## src/rtl/sim_monitor.sv

```systemverilog
// Simulation-control peripheral: console channels into a shared byte FIFO,
// exit register, PC-stall watchdog and exception trap with RUN/DRAIN/HALT sequencing.
module sim_monitor #(
    parameter logic [31:0] PUTC_BASE  = 32'h8000001c,
    parameter logic [31:0] EXIT_ADDR  = 32'h8000002c,
    parameter int          NCHAN      = 2,
    parameter int          FIFO_DEPTH = 8,
    parameter int          WDT_LIMIT  = 100
) (
    input  logic        clk,
    input  logic        reset,
    input  logic        wvalid,
    input  logic [31:0] waddr,
    input  logic [31:0] wdata,
    output logic        wready,
    output logic        whit,
    input  logic [31:0] pc,
    input  logic        stall,
    input  logic        exception,
    output logic        tx_valid,
    input  logic        tx_ready,
    output logic [7:0]  tx_data,
    output logic [1:0]  tx_chan,
    output logic        done,
    output logic [1:0]  status,
    output logic [31:0] exit_code
);
    localparam int AW = $clog2(FIFO_DEPTH);
    localparam int PW = AW + 1;
    localparam int WW = $clog2(WDT_LIMIT + 1);

    typedef enum logic [1:0] {S_RUN, S_DRAIN, S_HALT} state_t;
    typedef struct packed {
        logic [1:0] chan;
        logic [7:0] data;
    } tx_ent_t;

    state_t           state;
    tx_ent_t          mem [FIFO_DEPTH];
    tx_ent_t          head;
    logic [PW-1:0]    wr_ptr, rd_ptr;
    logic             full, empty, push, pop;
    logic [NCHAN-1:0] chan_match;
    logic             chan_hit, exit_hit;
    logic [1:0]       chan_idx;
    logic [31:0]      pc_q;
    logic [WW-1:0]    wdt_cnt;
    logic             wdt_trip;

    for (genvar n = 0; n < NCHAN; n++) begin : g_dec
        assign chan_match[n] = (waddr == PUTC_BASE + 32'(4 * n));
    end

    always_comb begin
        chan_hit = 1'b0;
        chan_idx = '0;
        for (int n = 0; n < NCHAN; n++) begin
            if (chan_match[n]) begin
                chan_hit = 1'b1;
                chan_idx = 2'(n);
            end
        end
    end

    assign exit_hit = (waddr == EXIT_ADDR);
    assign whit     = chan_hit | exit_hit;
    // Non-console traffic is never back-pressured; late console writes stall forever.
    assign wready   = chan_hit ? (state == S_RUN && !full) : 1'b1;

    assign empty = (wr_ptr == rd_ptr);
    assign full  = (wr_ptr[AW] != rd_ptr[AW]) && (wr_ptr[AW-1:0] == rd_ptr[AW-1:0]);
    assign push  = wvalid && chan_hit && state == S_RUN && !full;
    assign pop   = !empty && tx_ready;

    assign head     = mem[rd_ptr[AW-1:0]];
    assign tx_valid = !empty;
    assign tx_data  = empty ? 8'h00 : head.data;
    assign tx_chan  = empty ? 2'b00 : head.chan;

    always_ff @(posedge clk) begin
        if (push) mem[wr_ptr[AW-1:0]] <= '{chan: chan_idx, data: wdata[7:0]};
    end

    always_ff @(posedge clk) begin
        if (reset) begin
            wr_ptr <= '0;
            rd_ptr <= '0;
        end else begin
            if (push) wr_ptr <= wr_ptr + PW'(1);
            if (pop)  rd_ptr <= rd_ptr + PW'(1);
        end
    end

    always_ff @(posedge clk) begin
        if (reset) begin
            pc_q    <= '0;
            wdt_cnt <= '0;
        end else begin
            pc_q <= pc;
            if (pc != pc_q || stall)          wdt_cnt <= '0;
            else if (wdt_cnt != WW'(WDT_LIMIT)) wdt_cnt <= wdt_cnt + WW'(1);
        end
    end

    assign wdt_trip = (wdt_cnt == WW'(WDT_LIMIT));

    always_ff @(posedge clk) begin
        if (reset) begin
            state     <= S_RUN;
            status    <= 2'b00;
            exit_code <= '0;
            done      <= 1'b0;
        end else begin
            case (state)
                S_RUN: begin
                    // exception outranks a same-cycle exit write, which outranks timeout
                    if (exception) begin
                        state     <= S_DRAIN;
                        status    <= 2'b11;
                        exit_code <= '0;
                    end else if (wvalid && exit_hit) begin
                        state     <= S_DRAIN;
                        status    <= 2'b01;
                        exit_code <= wdata;
                    end else if (wdt_trip) begin
                        state     <= S_DRAIN;
                        status    <= 2'b10;
                        exit_code <= '0;
                    end
                end
                S_DRAIN: begin
                    if (empty) begin
                        state <= S_HALT;
                        done  <= 1'b1;
                    end
                end
                S_HALT:  state <= S_HALT;
                default: state <= S_RUN;
            endcase
        end
    end
endmodule

```

## config.mk

```make
export PLATFORM = sky130hd
export DESIGN_NAME = sim_monitor
export DESIGN_NICKNAME = d
export VERILOG_FILES = /design/src/rtl/sim_monitor.sv
export SDC_FILE = /design/constraint.sdc
export NUM_CORES = 1
export LEC_CHECK = 0
export ABC_AREA = 0
export CORE_ASPECT_RATIO = 0.9
export CORE_MARGIN = 1
export CORE_UTILIZATION = 44
export CTS_CLUSTER_DIAMETER = 150
export CTS_CLUSTER_SIZE = 14
export DETAILED_ROUTE_END_ITERATION = 12
export GPL_ROUTABILITY_DRIVEN = 0
export GPL_TIMING_DRIVEN = 0
export MAX_ROUTING_LAYER = met4
export PLACE_DENSITY = 0.8
export SLEW_MARGIN = 20
export SYNTH_ARGS = -nofsm -noshare
export SYNTH_HDL_FRONTEND = slang
export SYNTH_SLANG_ARGS = --single-unit
```

## constraint.sdc

```tcl
create_clock -name clk -period 5.6 [get_ports clk]
set_input_delay 1.4 -clock clk [delete_from_list [all_inputs] [get_ports clk]]
set_output_delay 1.4 -clock clk [all_outputs]
set_load 0.02 [all_outputs]
```

==> results.env <==
SETUP-VIOLATIONS-FINAL=0
SYNTH_EDF_COUNT=72
SYNTH_TOP_CELL_AREA_SHARE=0.347
GRT_SETUP_UNREPAIRED='no'
OUTCOME='complete, no violations'
SYNTH.CELLS.MOST_FREQUENT='87 x sky130_fd_sc_hd__dfxtp_1, 72 x sky130_fd_sc_hd__edfxtp_1, 36 x sky130_fd_sc_hd__nor2b_1, 35 x sky130_fd_sc_hd__nor2_1, 35 x sky130_fd_sc_hd__xnor2_1'
NUM_ROWS=40
CP_COMMON_CELL='sky130_fd_sc_hd__clkdlybuf4s50_1'
CLOCK-ROOT-BUFFER='sky130_fd_sc_hd__clkbuf_16'
YOSYS.CELL_COUNT.TOP_TYPE='sky130_fd_sc_hd__dfxtp_1'
FINAL.MIN_CLOCK_PERIOD_PS=4950
CTS_SETUP_BUFFERS=0
MET1_USE_GR=0.243
CLOCK_TREE_FROM_TRITONCTS='built'
DIE_AREA_UM2=14600
DRTANTENNAVIOLNETS=0
WORST_CLOCK_SKEW_PS=6.28
GRT.OVERFLOW.TOTAL=0
NUMBER_OF_ANTENNA_VIOLATIONS_AT_THE_FIRST_CHECK_IN_GLOBAL_ROUTING=0
SWITCHING_SHARE=0.202
SEQUENTIAL_ELEMENT_SHARE_OF_THE_SYNTHESIZED_AREA=0.627
DIE_WIDTH_UM=127
TIGHTEST_SLEW_PS=1000
SYNTH_AREA_LEADER_CELL='sky130_fd_sc_hd__edfxtp_1'
SEQPWRFRAC=0.476
PLACE.DETAILED.HPWL_MM=9.91
LAYOUT-AREA-OVERHEAD-VS-SYNTH_PCT=37.7
GRT_BUSIEST_LAYER='met2'
FINAL_CORE_UTILIZATION=0.632
CTS.SINKS=159
YOSYS_REGISTER_BITS=159
FINALHOLDVIOLATIONS=0
PWR-SHARE-COMB=0.072
SYNTH_AREA_PER_CELL_UM2=13.7
TOTAL_LEAKAGE_POWER_nW=2.96
CP.REQUIRED_PS=4200
SYN-INSTANCE-COUNT=453
CLOCKPOWERSHARE=0.452
PATH_CLASS_OF_THE_LOWEST_SLACK_MIN_DELAY_PATH='flip-flop to flip-flop'
P_INT_mW=2.07
INSERTION_DELAY_PS=420
SYNTH_TOP_CELLS_BY_AREA='sky130_fd_sc_hd__edfxtp_1 35%, sky130_fd_sc_hd__dfxtp_1 28%, sky130_fd_sc_hd__mux4_2 6.5%, sky130_fd_sc_hd__xnor2_1 4.9%, sky130_fd_sc_hd__a22o_1 4.5%'
DR_VIAS=4208
CRIT_PATH_TOP_DELAY_CELL='sky130_fd_sc_hd__clkdlybuf4s50_1'
STARTING_UTILIZATION_OF_THE_CORE_AREA=0.459
PLACEMENT.SETUP.WORST_SLACK_PS=641
MAXIMUM_NUMBER_OF_PINS_ON_ONE_NET_BEFORE_GLOBAL_ROUTE_REPAIR=17
POSTLAYOUTSETUPSLACKWORST_PS=650
VIA_COUNT_OF_THE_FIRST_GLOBAL_ROUTING_PASS=4452
GLOBAL_ROUTING_USAGE_ON_MET2=0.359
NUMPORTBUFFERS=148
ASYNCSETRESETFLOPFRACSYNTH=0
WARNING_COUNT_FROM_THE_YOSYS_RUN=0
DRIVE_ABOVE_1_SHARE=0.112
DESIGN.PORTCOUNT=150
GLOBALROUTEMET3UTIL=0.0530
GRT_FIRST_PASS_WIRELENGTH_MM=22.2
FINAL_MIN_PERIOD_OVER_CLOCK_PERIOD=0.884
FIRST_PASS_ITERS=4
SYNTH.CELL_AREA_UM2=6230
TIMING.SETUP.TNS_PS=0
SWITCHING_COMPONENT_OF_THE_POWER_mW=0.525
NETLIST-CELL-TYPE-COUNT=43
CRITICAL_PATH_CLASS='input port to output port'
TIMING.FINAL.MAX_SLEW_VIOLATIONS=0
POWER_DENSITY_nW_PER_UM2=303
CP_CELL_SEQUENCE='clkdlybuf4s50_1, nor4_1, o21ai_0, a211oi_1, clkdlybuf4s50_1'
TIMING.FMAX_GHz=0.202
CLKTRANSATPATHREGS_PS=60
FINAL_NETS=730
YS_DOMINANT_REG_CELL='sky130_fd_sc_hd__dfxtp_1'
VIAS_PER_CELL=5.11
CRITICAL-PATH-MAX-STAGE-DELAY_PS=650
CTS-HOLD-FIX-BUFFERS=0
CRITPATHCAPTURETYPE='output port'
DESIGN.CORE.AREA_UM2=13600
DRCVIOLATIONCOUNT=0
WIRE_PER_INST_UM=16.9
POST_CTS_RESIZE_COUNT=0
STARTPOINT_TYPE='input port'
INITIALDRTVIOLATIONCOUNT=290
TIMING.CRITICAL_PATH.FANOUT_MAX=4
NORMALIZED_MAX_SLEW_MARGIN=0.330
CTS_INSERTED_BUFFERS=17
WORSTPATHARRIVAL_PS=3550
GRTUSAGETOTAL=0.214
ANTENNADIODECOUNT=0
DRT_WL_TOTAL_MM=13.9
DIE_H_UM=115
IRDROPWORSTVDD_mV=0.214
HTREEDEPTH=4
SYNTHESIS.NETS=561
MAX-CLOCK-PATH-BUFFERS=2
FINAL_CELL_COUNT_NO_FILL=824
DP_CELLS=792
MAX-CAP-VIOLATIONS=0
[area by class of cell]
| type | instances | area, µm² |
|---|---|---|
| buffer | 22 | 115 |
| clock inverter | 14 | 173 |
| sequential | 159 | 3900 |
| tap | 189 | 236 |
| clock buffer | 18 | 429 |
| fill | 1027 | 4990 |
| inverter | 8 | 30.0 |
| multi-input combinational | 264 | 2190 |
| timing repair buffer | 150 | 1500 |
[state kept, by name (all words and copies together), names as in the netlist, named ones only]
register	cells
done	1
exit_code	32
mem	72
pc_q	32
rd_ptr	4
state	2
status	2
wdt_cnt	7
wr_ptr	4
[critical path, delay by kind of cell]
kind	cells	cell delay [ps]
buffers and inverters	2	1060
and+or+nand+nor	1	460
AOI/OAI and AO/OA	2	630
[path summary, 6_finish.rpt]
| path | startpoint | endpoint | slack (ps) | cells past startpoint |
|---|---|---|---|---|
| worst max-delay path | waddr[1] | whit | 650 | 5 |
| worst max register to register | wr_ptr[2] | mem[2][4] | 2830 | 6 |
| worst min-delay path | state[1] | state[1] | 460 | 2 |
| worst min register to register | state[1] | state[1] | 460 | 2 |
[per-layer routing]
| metal | part of all wire | routed length, µm |
|---|---|---|
| met1 | 0.41 | 5710 |
| met5 | 0 | 0 |
| met4 | 0.020 | 284 |
| met2 | 0.50 | 7020 |
| met3 | 0.067 | 929 |
[metrics by stage]
| step | power (mW) | area, µm² | hold WS, ps |
|---|---|---|---|
| floorplan | 1.34 | 6230 | 435 |
| global placement | 1.44 | 7940 | 446 |
| detailed placement | 1.45 | 7970 | 463 |
| CTS | 2.62 | 8570 | 471 |
| global route | 2.69 | 8570 | 494 |
| finish | 2.60 | 8570 | 465 |
[cell usage in the layout (no fill, tap or decap), types with 3 or more instances in the layout]
cell and count:
sky130_fd_sc_hd__clkdlybuf4s50_1 148, sky130_fd_sc_hd__dfxtp_1 87, sky130_fd_sc_hd__edfxtp_1 72, sky130_fd_sc_hd__nor2b_1 36, sky130_fd_sc_hd__xnor2_1 35, sky130_fd_sc_hd__nor2_1 35, sky130_fd_sc_hd__a22o_1 32, sky130_fd_sc_hd__mux4_2 18
sky130_fd_sc_hd__clkbuf_16 17, sky130_fd_sc_hd__mux2i_1 14, sky130_fd_sc_hd__clkbuf_1 12, sky130_fd_sc_hd__xor2_1 9, sky130_fd_sc_hd__nand2_1 9, sky130_fd_sc_hd__nand3_1 9, sky130_fd_sc_hd__nand4_1 9, sky130_fd_sc_hd__inv_1 8
sky130_fd_sc_hd__nor3_1 6, sky130_fd_sc_hd__ha_1 6, sky130_fd_sc_hd__clkinv_2 6, sky130_fd_sc_hd__buf_2 5, sky130_fd_sc_hd__nor4_2 5, sky130_fd_sc_hd__nor4_1 5, sky130_fd_sc_hd__a21oi_1 5, sky130_fd_sc_hd__nand2b_1 4
sky130_fd_sc_hd__bufinv_16 4, sky130_fd_sc_hd__a211oi_1 3, sky130_fd_sc_hd__buf_6 3, sky130_fd_sc_hd__buf_4 3
[kinds of logic (layout without fill, tap and decap cells)]
| group | count (synthesis) | count (layout) | share of synthesized area |
|---|---|---|---|
| simple gates | 133 | 133 | 0.123 |
| buf+inv | 30 | 212 | 0.0233 |
| xor+xnor | 44 | 44 | 0.0619 |
| fa+ha+maj | 6 | 6 | 0.0121 |
| flops | 159 | 159 | 0.627 |
| mux | 33 | 33 | 0.0894 |
| other cells | 1 | 1 | 0.000602 |
| compound gates | 47 | 47 | 0.0623 |
[power groups by stage]
stage | clock network, mW | logic (mW) | registers [mW]
finish | 1.17 | 0.187 | 1.24
global placement | 0 | 0.181 | 1.26
CTS | 1.19 | 0.189 | 1.24
detailed placement | 0 | 0.188 | 1.26
global route | 1.24 | 0.202 | 1.24
floorplan | 0 | 0.0733 | 1.26
Note: power is estimated with default switching activity, not from simulation.
